$ cat config.mk
export PLATFORM = sky130hd
export DESIGN_NAME = switch_debounce_combine
export DESIGN_NICKNAME = d
export VERILOG_FILES = /design/src/rtl/switch_debounce_combine.sv
export SDC_FILE = /design/constraint.sdc
export NUM_CORES = 1
export LEC_CHECK = 0
export ABC_AREA = 1
export CAP_MARGIN = 20
export CORE_MARGIN = 1
export CORE_UTILIZATION = 38
export DETAILED_ROUTE_END_ITERATION = 6
export PLACE_DENSITY = 0.61
export SYNTH_ARGS = -nofsm -noshare
export SYNTH_HDL_FRONTEND = slang
export SYNTH_SLANG_ARGS = --single-unit
$ cat constraint.sdc
create_clock -name clk -period 1.5 [get_ports clk]
set_input_delay 0.3 -clock clk [delete_from_list [all_inputs] [get_ports clk]]
set_output_delay 0.3 -clock clk [all_outputs]
set_load 0.01 [all_outputs]
$ cat src/rtl/switch_debounce_combine.sv
// switch_debounce_combine
//   Debounces N_CH raw switch inputs, combines the debounced levels with a
//   selectable logic function (AND / OR / XOR / majority) and flags rising
//   and falling transitions of the combined result.
//
//   Optional build macro: SWITCH_SYNC_EN
//     defined   -> every in_sw bit passes a two-flop synchroniser (+2 cycles)
//     undefined -> in_sw is sampled directly by the debounce counters
//
//   All state is cleared by the synchronous active-high rst.
module switch_debounce_combine #(
  parameter int N_CH       = 2,
  parameter int DEB_CYCLES = 4
) (
  input  logic            clk,
  input  logic            rst,
  input  logic [N_CH-1:0] in_sw,
  input  logic [1:0]      mode,
  output logic [N_CH-1:0] sw_stable,
  output logic            out,
  output logic            out_rise,
  output logic            out_fall
);

  // Counter wide enough to hold 0..DEB_CYCLES; it only ever reaches
  // DEB_CYCLES-1 because acceptance happens on that value.
  localparam int CW = $clog2(DEB_CYCLES + 1);
  localparam logic [CW-1:0] CNT_LAST = CW'(DEB_CYCLES - 1);
  localparam logic [CW-1:0] CNT_ZERO = CW'(0);
  localparam logic [CW-1:0] CNT_ONE  = CW'(1);

  // Mode encodings of the combine function.
  localparam logic [1:0] MODE_AND = 2'b00;
  localparam logic [1:0] MODE_OR  = 2'b01;
  localparam logic [1:0] MODE_XOR = 2'b10;
  localparam logic [1:0] MODE_MAJ = 2'b11;

  // ---------------------------------------------------------------------
  // Helper functions
  // ---------------------------------------------------------------------

  // Number of set bits in the debounced vector (N_CH <= 16 fits in 5 bits).
  function automatic logic [5:0] popcount_fn(input logic [N_CH-1:0] bits);
    logic [5:0] acc;
    acc = 6'd0;
    for (int i = 0; i < N_CH; i++) begin
      acc = acc + {5'd0, bits[i]};
    end
    return acc;
  endfunction

  // Odd parity of the debounced vector.
  function automatic logic parity_fn(input logic [N_CH-1:0] bits);
    logic acc;
    acc = 1'b0;
    for (int i = 0; i < N_CH; i++) begin
      acc = acc ^ bits[i];
    end
    return acc;
  endfunction

  // Strict majority: more ones than zeros; an exact tie resolves to 0.
  function automatic logic majority_fn(input logic [N_CH-1:0] bits);
    logic [6:0] twice;
    twice = {popcount_fn(bits), 1'b0};
    return (twice > 7'(N_CH));
  endfunction

  // Combined result for a debounced vector under a given mode.
  function automatic logic combine_fn(input logic [N_CH-1:0] bits,
                                      input logic [1:0]      sel);
    logic res;
    case (sel)
      MODE_AND: res = &bits;
      MODE_OR:  res = |bits;
      MODE_XOR: res = parity_fn(bits);
      MODE_MAJ: res = majority_fn(bits);
      default:  res = 1'b0;
    endcase
    return res;
  endfunction

  // ---------------------------------------------------------------------
  // Input sampling (optional two-flop synchroniser)
  // ---------------------------------------------------------------------
  logic [N_CH-1:0] sampled_s;

`ifdef SWITCH_SYNC_EN
  logic [N_CH-1:0] meta_r;
  logic [N_CH-1:0] sync_r;

  // Two-stage synchroniser bringing the asynchronous switches into clk.
  always_ff @(posedge clk) begin
    if (rst) begin
      meta_r <= {N_CH{1'b0}};
      sync_r <= {N_CH{1'b0}};
    end else begin
      meta_r <= in_sw;
      sync_r <= meta_r;
    end
  end

  assign sampled_s = sync_r;
`else
  assign sampled_s = in_sw;
`endif

  // ---------------------------------------------------------------------
  // Per-channel debounce
  // ---------------------------------------------------------------------
  logic [CW-1:0]   cnt_r [N_CH];
  logic [N_CH-1:0] stable_r;

  // Each channel counts consecutive samples that disagree with its stable
  // level; agreement clears the count, and the DEB_CYCLES-th disagreeing
  // sample flips the stable level.
  always_ff @(posedge clk) begin
    if (rst) begin
      stable_r <= {N_CH{1'b0}};
      for (int i = 0; i < N_CH; i++) begin
        cnt_r[i] <= CNT_ZERO;
      end
    end else begin
      for (int i = 0; i < N_CH; i++) begin
        if (sampled_s[i] == stable_r[i]) begin
          cnt_r[i] <= CNT_ZERO;
        end else if (cnt_r[i] == CNT_LAST) begin
          stable_r[i] <= sampled_s[i];
          cnt_r[i]    <= CNT_ZERO;
        end else begin
          cnt_r[i] <= cnt_r[i] + CNT_ONE;
        end
      end
    end
  end

  assign sw_stable = stable_r;

  // ---------------------------------------------------------------------
  // Combine and edge detection
  // ---------------------------------------------------------------------
  logic comb_s;
  logic rise_s;
  logic fall_s;
  logic out_r;
  logic rise_r;
  logic fall_r;

  // Next combined value from the current debounced levels and mode; mode
  // acts directly so a mode change never waits for re-debouncing.
  always_comb begin
    comb_s = 1'b0;
    rise_s = 1'b0;
    fall_s = 1'b0;
    comb_s = combine_fn(stable_r, mode);
    if (comb_s != out_r) begin
      rise_s = comb_s;
      fall_s = ~comb_s;
    end else begin
      rise_s = 1'b0;
      fall_s = 1'b0;
    end
  end

  // Result and its edge pulses are registered together so a pulse lines up
  // with the first cycle the new result is visible.
  always_ff @(posedge clk) begin
    if (rst) begin
      out_r  <= 1'b0;
      rise_r <= 1'b0;
      fall_r <= 1'b0;
    end else begin
      out_r  <= comb_s;
      rise_r <= rise_s;
      fall_r <= fall_s;
    end
  end

  assign out      = out_r;
  assign out_rise = rise_r;
  assign out_fall = fall_r;

endmodule

==> results of run 1 <==
## metrics by stage
step	setup WS, ns	utilization (%)	hold WS, ns	cell area [um^2]
2_1_floorplan	0.286	-	0.427	542
4_1_cts	0.00940	53.6	0.441	688
5_1_grt	0.00251	53.7	0.454	691
6_report	0.0553	53.7	0.435	691
3_5_place_dp	0.0817	51.4	0.428	661
3_3_place_gp	0.118	51.4	0.427	661
## area by class of cell
cell class,instances,area share [%]
Inverter,13,7.07
Multi-Input combinational cell,36,30.8
Clock buffer,4,3.80
Tap cell,15,2.72
Timing Repair Buffer,10,14.7
Sequential cell,11,40.9
## worst max path at each step
stage / start / slack [ns] / endpoint / depth (start not counted)
finish: out$_SDFF_PP0_ / 0.06 / out / 1
global route: out$_SDFF_PP0_ / 0.003 / out / 1
CTS: sw_stable[0]$_SDFFE_PP0N_ / 0.009 / sw_stable[0] / 1
detailed placement: in_sw[0] / 0.08 / cnt_r[0][0]$_SDFFCE_PN0P_ / 3
global placement: in_sw[0] / 0.12 / cnt_r[0][2]$_SDFFCE_PN0P_ / 3
floorplan: cnt_r[1][0]$_SDFFCE_PN0P_ / 0.29 / cnt_r[1][0]$_SDFFCE_PN0P_ / 5
## layout by cell type, fill, tap and decap left out
master	n
dfxtp_1	3
edfxtp_1	6
a21oi_1	5
nand2_1	5
ha_1	6
clkbuf_1	1
nor2_1	7
nand3_1	2
o21ai_0	2
conb_1	6
dfxtp_2	2
inv_2	1
dlymetal6s2s_1	1
clkbuf_4	3
dlygate4sd2_1	1
nand3_2	1
o211ai_1	2
clkdlybuf4s50_1	8
inv_1	12
## cell usage after synthesis (all sizes together)
| cell | count | share of area, % |
|---|---|---|
| conb | 1 | 0.72 |
| nand2 | 5 | 3.6 |
| inv | 13 | 9.3 |
| nand3 | 3 | 3.8 |
| ha | 6 | 14 |
| edfxtp | 6 | 34 |
| o21ai | 2 | 1.9 |
| o211ai | 2 | 2.9 |
| nor2 | 7 | 5.0 |
| dfxtp | 5 | 19 |
| a21oi | 5 | 4.8 |
## registers in the layout, summed over array words and instances, names as in the netlist
| name | cells |
|---|---|
| cnt_r | 6 |
| sw_stable | 2 |
| out | 1 |
| out_fall | 1 |
| out_rise | 1 |
## kinds of logic (layout without fill, tap and decap cells)
family	Yosys count	after routing	share of synthesized area, %
buf+inv	13	27	9.33
simple gates	15	15	12.4
other cells	1	6	0.717
fa+ha+maj	6	6	14.4
compound gates	9	9	9.57
flops	11	11	53.6
## routing by layer
metal,up-vias,wire [um],track usage (%)
li1,210,-,-
met1,170,329,11.9
met2,11,356,22.5
met3,0,68,8.67
met4,0,0,5.17
met5,-,0,0
## power groups by stage
stage | logic (mW) | clock network, mW | registers, mW
floorplan | 0.0394 | 0 | 0.354
global placement | 0.0769 | 0 | 0.352
detailed placement | 0.0781 | 0 | 0.352
CTS | 0.0777 | 0.203 | 0.346
global route | 0.0890 | 0.221 | 0.348
finish | 0.0763 | 0.192 | 0.346
## what timing repair did
item,4_1_cts,5_1_grt
setup endpoints to repair,2,1
hold buffers,0,0
gates resized for setup,3,1
==> run_results.csv, run 1 <==
group,metric,value,unit
power,p_int,479,uW
synth,syn_avg_cell_area,9.51,um^2
global_route,grt_start_max_net_pins,7,
sta,clock_skew,0.00579,ns
sta,finalMaxSlewViolations,0,
die,ioPinCount,11,
global_route,grt_pass1_wl,1240,um
final_layout,multiInputGateArea,213,um^2
sta,tns,0,ns
hold_path,holdCritStartpoint,"out$_SDFF_PP0_",
power,switchingPower,136,uW
setup_path,crit_path_cell_trace,"clkdlybuf4s50_1",
die,dieArea,1530,um^2
power,max-vdd-ir-drop,0.000678,V
setup_path,worstSetupEndpointType,"output pin",
route,wirelength,754,um
setup_path,path_class,"reg2out",
global_route,first_global_vias,344,
setup_path,max_stage_delay,0.54,ns
setup_path,r2r_slack,0.17,ns
place,gp_congestion,0.679,
global_route,grt_use_total,13.1,%
power,total_power,614,uW
setup_path,setup.worst_path.start_class,"register",
power,combinationalPowerShare,12.4,%
power,switching_share,22.1,%
final_layout,layout-area-overhead-vs-synth,32.1,%
global_route,antenna_found_initial,0,
die,core,1280,um^2
route,antenna_left,0,
cts,cts.sinks,11,
final_layout,fin_nets,87,
power,total_leakage_power,0.352,nW
power,pwr-share-seq,56.3,%
die,die_h,39.1,um
route,via_per_inst,4.39,
setup_path,crit_slowest_cell,"clkdlybuf4s50_1",
final_layout,diodes,0,
final_layout,fillers,135,
die,num_rows,13,
setup_path,r2r-end,"cnt_r[0][0]$_SDFFCE_PN0P_",
setup_path,crit_arrival,1.14,ns
setup_path,cp_num_buf_inv,1,
place,place_inst,85,
hold_path,worstHoldPathCells,1,
route,drc,0,
cts,ctsLongestPathBuffers,2,
cts,cts_tree,"yes",
synth,yosys_warnings,0,
setup_path,worstPathMaxFanout,3,
final_layout,drive_gt1_share,9.46,%
global_route,grt_overflow,0,
cts,cts_buffers,3,
setup_path,cp.required,1.20,ns
route,vias,391,
hold_path,hold_path.class,"reg2reg",
cts,clk_latency,0.26,ns
job,maxCapViolations,0,
power,p_per_area,889,nW/um^2
cts,postCtsSetupBuffers,0,
cts,htree_levels,1,
synth,syn_area,523,um^2
sta,finalSetupViolCount,0,
sta,fmax,0.692,GHz
setup_path,cp_top_family,"buffers and inverters",
final_layout,seq_area,283,um^2
synth,postSynthCellCount,55,
sta,finalCritPeriodShare,96.3,%
place,port_buffers,10,
route,wl_per_cell,8.47,um
hold_path,hold_end,"out_rise$_SDFF_PP0_",
cts,cts_root_buf,"clkbuf_4",
die,die_w,39.1,um
sta,rsz0062_at_grt,"no",
setup_path,rr_startpoint,"cnt_r[0][0]$_SDFFCE_PN0P_",
setup_path,ff2ff_path_depth,5,
sta,fin_crit,1.44,ns
synth,synth_seq_cells,11,
route,drt_iter0_markers,3,
final_layout,finalNonFillerCells,89,
sta,final_hold_viol_count,0,
cts,clk_pin_slew_worst_paths,0.07,ns
synth,yosysSeqAreaShare,53.6,%
route,first_pass_iters,2,
die,start_util,40.7,%
synth,synth_cell_types,13,
power,p_clk_share,31.3,%
outcome,outcome,"finished clean",
Note: power is estimated with default switching activity, not from simulation.
==> run 2: changes to the inputs <==
--- a/config.mk
+++ b/config.mk
@@ -6,11 +6,11 @@
 export NUM_CORES = 1
 export LEC_CHECK = 0
 export ABC_AREA = 1
-export CAP_MARGIN = 20
+export CAP_MARGIN = 15
 export CORE_MARGIN = 1
-export CORE_UTILIZATION = 38
+export CORE_UTILIZATION = 30
 export DETAILED_ROUTE_END_ITERATION = 6
-export PLACE_DENSITY = 0.61
+export PLACE_DENSITY = 0.51
 export SYNTH_ARGS = -nofsm -noshare
 export SYNTH_HDL_FRONTEND = slang
 export SYNTH_SLANG_ARGS = --single-unit
==> run 2 against run 1 <==
The run now ends with design-rule violations left. Via count increased by 0.26%. Highest routed layer is now met4. Utilization decreased by 9.2 points. Clock-buffer cell count unchanged. Global-route usage decreased by 2.0 points. Combinational power decreased by 0.7%. Critical path type unchanged. Non-clock buffer count unchanged.
==> run_results.csv, run 2 (same netlist as run 1, synthesis figures left out) <==
group,metric,value,unit
global_route,first_global_vias,356,
route,first_pass_iters,6,
final_layout,largest_reg_flops,6,
job,maxCapViolations,0,
power,switching_share,23.5,%
sta,tns,0,ns
cts,cts_tree,"yes",
hold_path,holdCritStartpoint,"out$_SDFF_PP0_",
cts,htree_levels,1,
setup_path,r2r_slack,0.17,ns
final_layout,layout-area-overhead-vs-synth,32.8,%
final_layout,layout_commonest_cell,"inv_1",
setup_path,ff2ff_path_depth,5,
hold_path,hold_end,"out_rise$_SDFF_PP0_",
global_route,grt_overflow,0,
cts,cts_buffers,3,
hold_path,worstHoldPathCells,1,
setup_path,setup.worst_path.start_class,"register",
final_layout,fin_nets,87,
cts,clk_latency,0.27,ns
outcome,outcome,"finished with violations",
sta,finalMaxSlewViolations,0,
place,port_buffers,10,
route,vias,392,
cts,clk_pin_slew_worst_paths,0.07,ns
route,antenna_left,0,
outcome,violations,"design-rule violations",
power,combinationalPowerShare,12.1,%
route,wl_per_cell,9.06,um
sta,fin_crit,1.40,ns
global_route,antenna_found_initial,0,
route,drc,2,
sta,finalCritPeriodShare,93.3,%
die,start_util,33.5,%
sta,rsz0062_at_grt,"no",
power,p_per_area,900,nW/um^2
sta,finalSetupViolCount,0,
route,drt_iter0_markers,4,
die,dieArea,1910,um^2
setup_path,crit_slowest_cell,"clkdlybuf4s50_1",
power,total_leakage_power,0.355,nW
die,num_rows,14,
final_layout,diodes,0,
place,dp_hpwl,607,um
power,p_clk_share,32.5,%
setup_path,cp_num_buf_inv,1,
cts,cts_root_buf,"clkbuf_4",
die,die_w,43.8,um
place,gp_congestion,0.695,
setup_path,rr_startpoint,"cnt_r[1][0]$_SDFFCE_PN0P_",
global_route,grt_pass1_wl,1430,um
sta,fmax,0.714,GHz
route,wirelength,815,um
power,pwr-share-seq,55.4,%
cts,ctsLongestPathBuffers,2,
die,die_h,43.8,um
setup_path,cp_top_family,"buffers and inverters",
setup_path,crit_path_cell_trace,"clkdlybuf4s50_1",
power,max-vdd-ir-drop,0.000486,V
setup_path,cp.required,1.20,ns
setup_path,worstSetupEndpointType,"output pin",
final_layout,final_util,44.5,%
cts,cts.sinks,11,
hold_path,hold_path.class,"reg2reg",
power,switchingPower,147,uW
die,core,1560,um^2
setup_path,r2r-end,"cnt_r[1][2]$_SDFFCE_PN0P_",
setup_path,worstPathMaxFanout,1,
final_layout,regMostFlops,"cnt_r",
setup_path,max_stage_delay,0.52,ns
route,via_per_inst,4.36,
final_layout,drive_gt1_share,10.8,%
setup_path,crit_arrival,1.10,ns
cts,cts_hold_buffers,0,
die,ioPinCount,11,
setup_path,path_class,"reg2out",
final_layout,layout_common_cells,"inv_1 (12), nor2_1 (7), clkdlybuf4s50_1 (7)",
sta,final_hold_viol_count,0,
sta,clock_skew,0.00480,ns
power,p_int,478,uW
global_route,grt_use_total,11.1,%
final_layout,fillers,163,
global_route,grt_start_max_net_pins,7,
==> run 2: cell count changes in the layout (fill, tap and decap cells not counted), sizes merged <==
| cell | previous run | this run |
|---|---|---|
| clkdlybuf4s50 | 8 | 7 |
| dlygate4sd2 | 1 | 2 |
==> run 2: power groups by stage <==
stage / logic [mW] / registers [mW] / clock network (mW)
floorplan: 0.0394 / 0.354 / 0
global placement: 0.0764 / 0.353 / 0
detailed placement: 0.0770 / 0.353 / 0
CTS: 0.0761 / 0.347 / 0.214
global route: 0.0895 / 0.349 / 0.229
finish: 0.0758 / 0.346 / 0.203
==> run 2: repair_timing <==
item | in CTS | in global routing
resized for setup | 4 | 2
setup endpoints to repair | 2 | 2
pin swaps | 0 | 2
gates cloned | 0 | 0
hold endpoints to repair | 0 | 0
buffers inserted | 0 | 0
==> run 2: final cells by class <==
type	instances	area, um^2	share of cell area [%]
sequential	11	283	40.7
multi-input combinational	36	216	31.2
timing repair buffer	10	100	14.4
inverter	13	48.8	7.03
clock buffer	4	26.3	3.78
tap	16	20.0	2.88
==> run 2: metrics by stage <==
stage,total power [mW],hold slack [ns],cells,area [um^2],setup slack (ns)
floorplan,0.393,0.427,60,542,0.286
global placement,0.429,0.434,86,662,0.132
detailed placement,0.430,0.430,86,662,0.133
CTS,0.636,0.444,90,688,0.0249
global route,0.667,0.460,90,694,0.00346
finish,0.625,0.435,90,694,0.100
==> run 2: how the worst max path moves through the flow <==
stage	to	slack, ns	start	depth (start not counted)
finish	out_rise	0.1	out_rise$_SDFF_PP0_	1
global placement	cnt_r[0][1]$_SDFFCE_PN0P_	0.13	in_sw[0]	3
detailed placement	cnt_r[0][1]$_SDFFCE_PN0P_	0.13	in_sw[0]	3
CTS	out	0.02	out$_SDFF_PP0_	1
global route	cnt_r[0][0]$_SDFFCE_PN0P_	0.003	cnt_r[0][0]$_SDFFCE_PN0P_	5
floorplan	cnt_r[1][0]$_SDFFCE_PN0P_	0.29	cnt_r[1][0]$_SDFFCE_PN0P_	5
==> run 2: layer usage <==
metal  up-vias  global-route usage, %  share of wire, %
met3         2                   8.33               8.6
li1        208                      -                 -
met2        12                   16.7                43
met1       170                   11.2                46
met5         -                      0                 0
met4         0                   5.63               1.6
==> run 3: changes to the inputs <==
--- a/config.mk
+++ b/config.mk
@@ -6,11 +6,11 @@
 export NUM_CORES = 1
 export LEC_CHECK = 0
 export ABC_AREA = 1
-export CAP_MARGIN = 15
-export CORE_MARGIN = 1
-export CORE_UTILIZATION = 30
+export CAP_MARGIN = 20
+export CORE_AREA = 2 2 39 41
 export DETAILED_ROUTE_END_ITERATION = 6
-export PLACE_DENSITY = 0.51
+export DIE_AREA = 0 0 41 43
+export PLACE_DENSITY = 0.63
 export SYNTH_ARGS = -nofsm -noshare
 export SYNTH_HDL_FRONTEND = slang
 export SYNTH_SLANG_ARGS = --single-unit
==> run 3 against run 2 <==
The run now ends clean. Critical path depth unchanged. Final area decreased by 0.54%. Power up 0.89%. Register-to-register slack worse by 0.02 ns. Utilization grew 5.4 points. Fmax shrank 0.62%. First-iteration DRC count shrank 75%. Largest power group unchanged.
==> run_results.csv, run 3 (same netlist as run 1, synthesis figures left out) <==
group,metric,value,unit
cts,htree_levels,1,
hold_path,hold_end,"out_rise$_SDFF_PP0_",
final_layout,largest_reg_flops,6,
hold_path,hold_path.class,"reg2reg",
setup_path,r2r_slack,0.15,ns
route,via_per_inst,4.24,
power,switching_share,24.2,%
setup_path,rr_startpoint,"cnt_r[1][0]$_SDFFCE_PN0P_",
power,p_int,478,uW
place,dp_hpwl,613,um
cts,cts_root_buf,"clkbuf_4",
cts,cts_tree,"yes",
place,gp_congestion,0.665,
setup_path,worstSetupEndpointType,"output pin",
power,p_clk_share,33.1,%
die,start_util,37.8,%
die,ioPinCount,11,
global_route,antenna_found_initial,0,
cts,clk_pin_slew_worst_paths,0.07,ns
sta,fin_crit,1.41,ns
global_route,grtUsageMet1,13.7,%
cts,cts_buffers,3,
setup_path,worstPathMaxFanout,1,
sta,tns,0,ns
setup_path,r2r-end,"cnt_r[1][2]$_SDFFCE_PN0P_",
global_route,grt_overflow,0,
die,num_rows,14,
route,wirelength,810,um
global_route,top_usage_layer,"met2",
die,die_w,41,um
die,dieArea,1760,um^2
hold_path,holdCritStartpoint,"out$_SDFF_PP0_",
job,maxCapViolations,0,
sta,fmax,0.710,GHz
final_layout,layout_common_cells,"inv_1 (12), nor2_1 (7), clkdlybuf4s50_1 (7)",
route,drc,0,
setup_path,path_class,"reg2out",
power,total_leakage_power,0.355,nW
setup_path,cp_top_family,"buffers and inverters",
global_route,met2_usage,17.2,%
sta,final_hold_viol_count,0,
final_layout,drive_gt1_share,9.46,%
outcome,outcome,"finished clean",
global_route,grt_use_total,12.5,%
final_layout,layout-area-overhead-vs-synth,32.1,%
final_layout,regMostFlops,"cnt_r",
sta,clock_skew,0.00363,ns
cts,ctsLongestPathBuffers,2,
setup_path,setup.worst_path.start_class,"register",
global_route,met3_usage,4.71,%
power,p_per_area,913,nW/um^2
hold_path,worstHoldPathCells,1,
setup_path,cp_num_buf_inv,1,
final_layout,layout_commonest_cell,"inv_1",
sta,finalSetupViolCount,0,
route,antenna_left,0,
sta,rsz0062_at_grt,"no",
sta,finalMaxSlewViolations,0,
die,die_h,43,um
final_layout,fin_nets,87,
setup_path,cp.required,1.20,ns
setup_path,crit_slowest_cell,"clkdlybuf4s50_1",
global_route,first_global_vias,353,
place,port_buffers,10,
setup_path,crit_path_cell_trace,"clkdlybuf4s50_1",
route,drt_iter0_markers,1,
power,pwr-share-seq,54.8,%
setup_path,max_stage_delay,0.52,ns
cts,postCtsSetupBuffers,0,
setup_path,ff2ff_path_depth,5,
sta,layout_setup_ws,0.0912,ns
route,vias,382,
route,first_pass_iters,4,
sta,finalCritPeriodShare,93.9,%
final_layout,fillers,142,
global_route,grt_start_max_net_pins,7,
power,switchingPower,153,uW
cts,cts.sinks,11,
power,combinationalPowerShare,12.1,%
die,core,1380,um^2
cts,cts_hold_buffers,0,
route,wl_per_cell,9.00,um
place,place_ws,0.127,ns
cts,clk_latency,0.27,ns
setup_path,crit_arrival,1.11,ns
global_route,grt_pass1_wl,1350,um
power,max-vdd-ir-drop,0.000431,V
final_layout,diodes,0,
## run 3: cell counts in the layout (fill, tap and decap cells not counted)
Identical to the previous run, type by type.
## run 3: power by group through the flow
stage	registers, mW	logic (mW)	clock network, mW
final	0.346	0.0762	0.209
after global routing	0.348	0.0892	0.234
after CTS	0.346	0.0771	0.217
after detailed placement	0.352	0.0780	0
after global placement	0.352	0.0765	0
after floorplan	0.354	0.0394	0
## run 3: layout make-up
cell class                 instances  area (um^2)  share of cell area [%]
inverter                          13         48.8                    7.07
sequential                        11          283                    40.9
multi-input combinational         36          213                    30.8
timing repair buffer              10          100                    14.5
clock buffer                       4         26.3                    3.80
tap                               16         20.0                    2.90
## run 3: per-stage QoR
stage | hold WS, ns | instance area, um^2 | instances | util, % | power, mW
finish | 0.434 | 691 | 90 | 49.9 | 0.631
global route | 0.458 | 691 | 90 | 49.9 | 0.672
CTS | 0.445 | 688 | 90 | 49.7 | 0.640
detailed placement | 0.433 | 662 | 86 | 47.8 | 0.430
global placement | 0.431 | 662 | 86 | 47.8 | 0.429
floorplan | 0.427 | 542 | 60 | - | 0.393
## run 3: repair_timing
item                                    CTS  global route
cloned                                    0             0
resized for setup                         4             1
endpoints found under the setup margin    2             1
## run 3: layer usage
metal  vias up  wire, um
met2        13       318
met5         -         0
li1        208         -
met1       156       404
met3         5        51
met4         0        35
## run 3: worst max-delay path by stage
| stage | startpoint | to | slack [ns] | cells past startpoint |
|---|---|---|---|---|
| 3_5_place_dp | in_sw[1] | cnt_r[1][2]$_SDFFCE_PN0P_ | 0.13 | 4 |
| 2_1_floorplan | cnt_r[1][0]$_SDFFCE_PN0P_ | cnt_r[1][0]$_SDFFCE_PN0P_ | 0.29 | 5 |
| 4_1_cts | out$_SDFF_PP0_ | out | 0.03 | 1 |
| 5_1_grt | cnt_r[0][0]$_SDFFCE_PN0P_ | cnt_r[0][0]$_SDFFCE_PN0P_ | 0.009 | 5 |
| 6_report | out_fall$_SDFF_PP0_ | out_fall | 0.09 | 1 |
| 3_3_place_gp | in_sw[1] | cnt_r[1][2]$_SDFFCE_PN0P_ | 0.14 | 3 |
==> RTL edit, RTL diff (flow settings as in run 1) <==
The output `out_fall` loses its register stage (`fall_r` becomes a continuous assignment).
--- a/src/rtl/switch_debounce_combine.sv
+++ b/src/rtl/switch_debounce_combine.sv
@@ -170,3 +170,2 @@
       rise_r <= 1'b0;
-      fall_r <= 1'b0;
     end else begin
@@ -174,5 +173,6 @@
       rise_r <= rise_s;
-      fall_r <= fall_s;
     end
   end
+
+  assign fall_r = fall_s;
 
Function: changed (Yosys sat finds a counterexample within 10 cycles, from zero or initial values and one cycle with rst high).
==> RTL edit against run 1 <==
The flow now finishes with violations (negative setup slack). Total power down 0.84%. Routed wire length up 17%. Cell area up 15%. Sequential cell count down 1. Setup slack worse by 0.21 ns. Maximum frequency down 13%. Clock power down 5%. Clock skew down 0.0040 ns. Area after synthesis down 1.4%. Global-route usage up 2.3 points. Non-clock buffer count up 9. Synthesized cell count up 1.8%.
==> RTL edit: results (changes against run 1) <==
| Metric | Value |
|---|---|
| Status | finished, violations left |
| Failing checks | negative setup slack |
| CP delay by family, top | adder cells |
| Worst vdd ir | 0.585 mV (-14%) |
| M1 WL | 382 microns (+16%) |
| Via count | 414 (+5.9%) |
| Clock network area share | 3.30% (-0.51 points) |
| Mapped Cells | 56 (+1.8%) |
| Share of cells above drive strength 1 | 29.8% (+20 points) |
| Reg2reg end | out_rise |
| Synth Area in Adders | 17.0% (+2.6 points) |
| Synth unique cells | 14 (+1) |
| Post-cts resize count | 15 (+12) |
| Final worst slack | -0.151 ns (-0.206 ns) |
| # clock sinks | 10 (-1) |
| Post-layout util | 67.2% (+13 points) |
| Met2 Use GR | 29.2% (+6.7 points) |
| CP max stage cell | dfxtp_2 |
| CP Launch Point | sw_stable[0] |
| CP endpoint | out_fall |
| Setup TNS | -0.151 ns (-0.151 ns) |
| Seq/Total Area, Yosys | 50.5% (-3.1 points) |
| Dpl cells | 90 (+5.9%) |
| Clock buffers | 3 (-1) |
| LEAKAGE | 0.400 nW (+14%) |
| Final setup violation count | 1 (+1) |
| Inverters | 12 (-1) |
| FILL cells | 111 (-18%) |
| Worst path max stage delay | 0.34 ns (-0.20 ns) |
| Synth top area cells | edfxtp_1, ha_1, dfxtp_1 |
| Reg2Reg Depth | 8 (+3) |
| Number of global-route vias before repair | 398 (+16%) |
| Reg-to-reg slack, setup | 0.11 ns (-0.06 ns) |
| Dpl cell area | 692 sq um (+4.7%) |
| Met3 routed WL | 33 microns (-51%) |
| Register share of the cell area | 33.0% (-8.0 points) |
| Width of the die | 38.8 microns (-0.69%) |
| GP Congestion | 0.699 (+2.9%) |
| First-pass GRT wire length | 1450 microns (+17%) |
| Wire per inst | 8.99 microns (+6.1%) |
| Met2 wire length | 465 microns (+31%) |
| Commonest cells in the netlist | inv_1, nor2_1, ha_1, edfxtp_1, nand2_1 |
| Router iterations before antenna repair | 1 (-1) |
[RTL edit: worst min-delay path by stage]
stage               slack (ns)  cells after the start      endpoint         start
floorplan                 0.37                      1           out           rst
finish                    0.57                      1   cnt_r[0][0]   cnt_r[0][0]
global placement          0.55                      2  sw_stable[1]  sw_stable[1]
global route              0.58                      1   cnt_r[0][0]   cnt_r[0][0]
CTS                       0.57                      1   cnt_r[0][0]   cnt_r[0][0]
detailed placement        0.56                      1   cnt_r[0][0]   cnt_r[0][0]
[RTL edit: power groups by stage]
stage / clock network [mW] / registers (mW) / logic (mW)
6_report: 0.182 / 0.317 / 0.110
5_1_grt: 0.200 / 0.318 / 0.128
3_5_place_dp: 0 / 0.322 / 0.0933
4_1_cts: 0.196 / 0.316 / 0.108
3_3_place_gp: 0 / 0.322 / 0.0928
2_1_floorplan: 0 / 0.324 / 0.0442
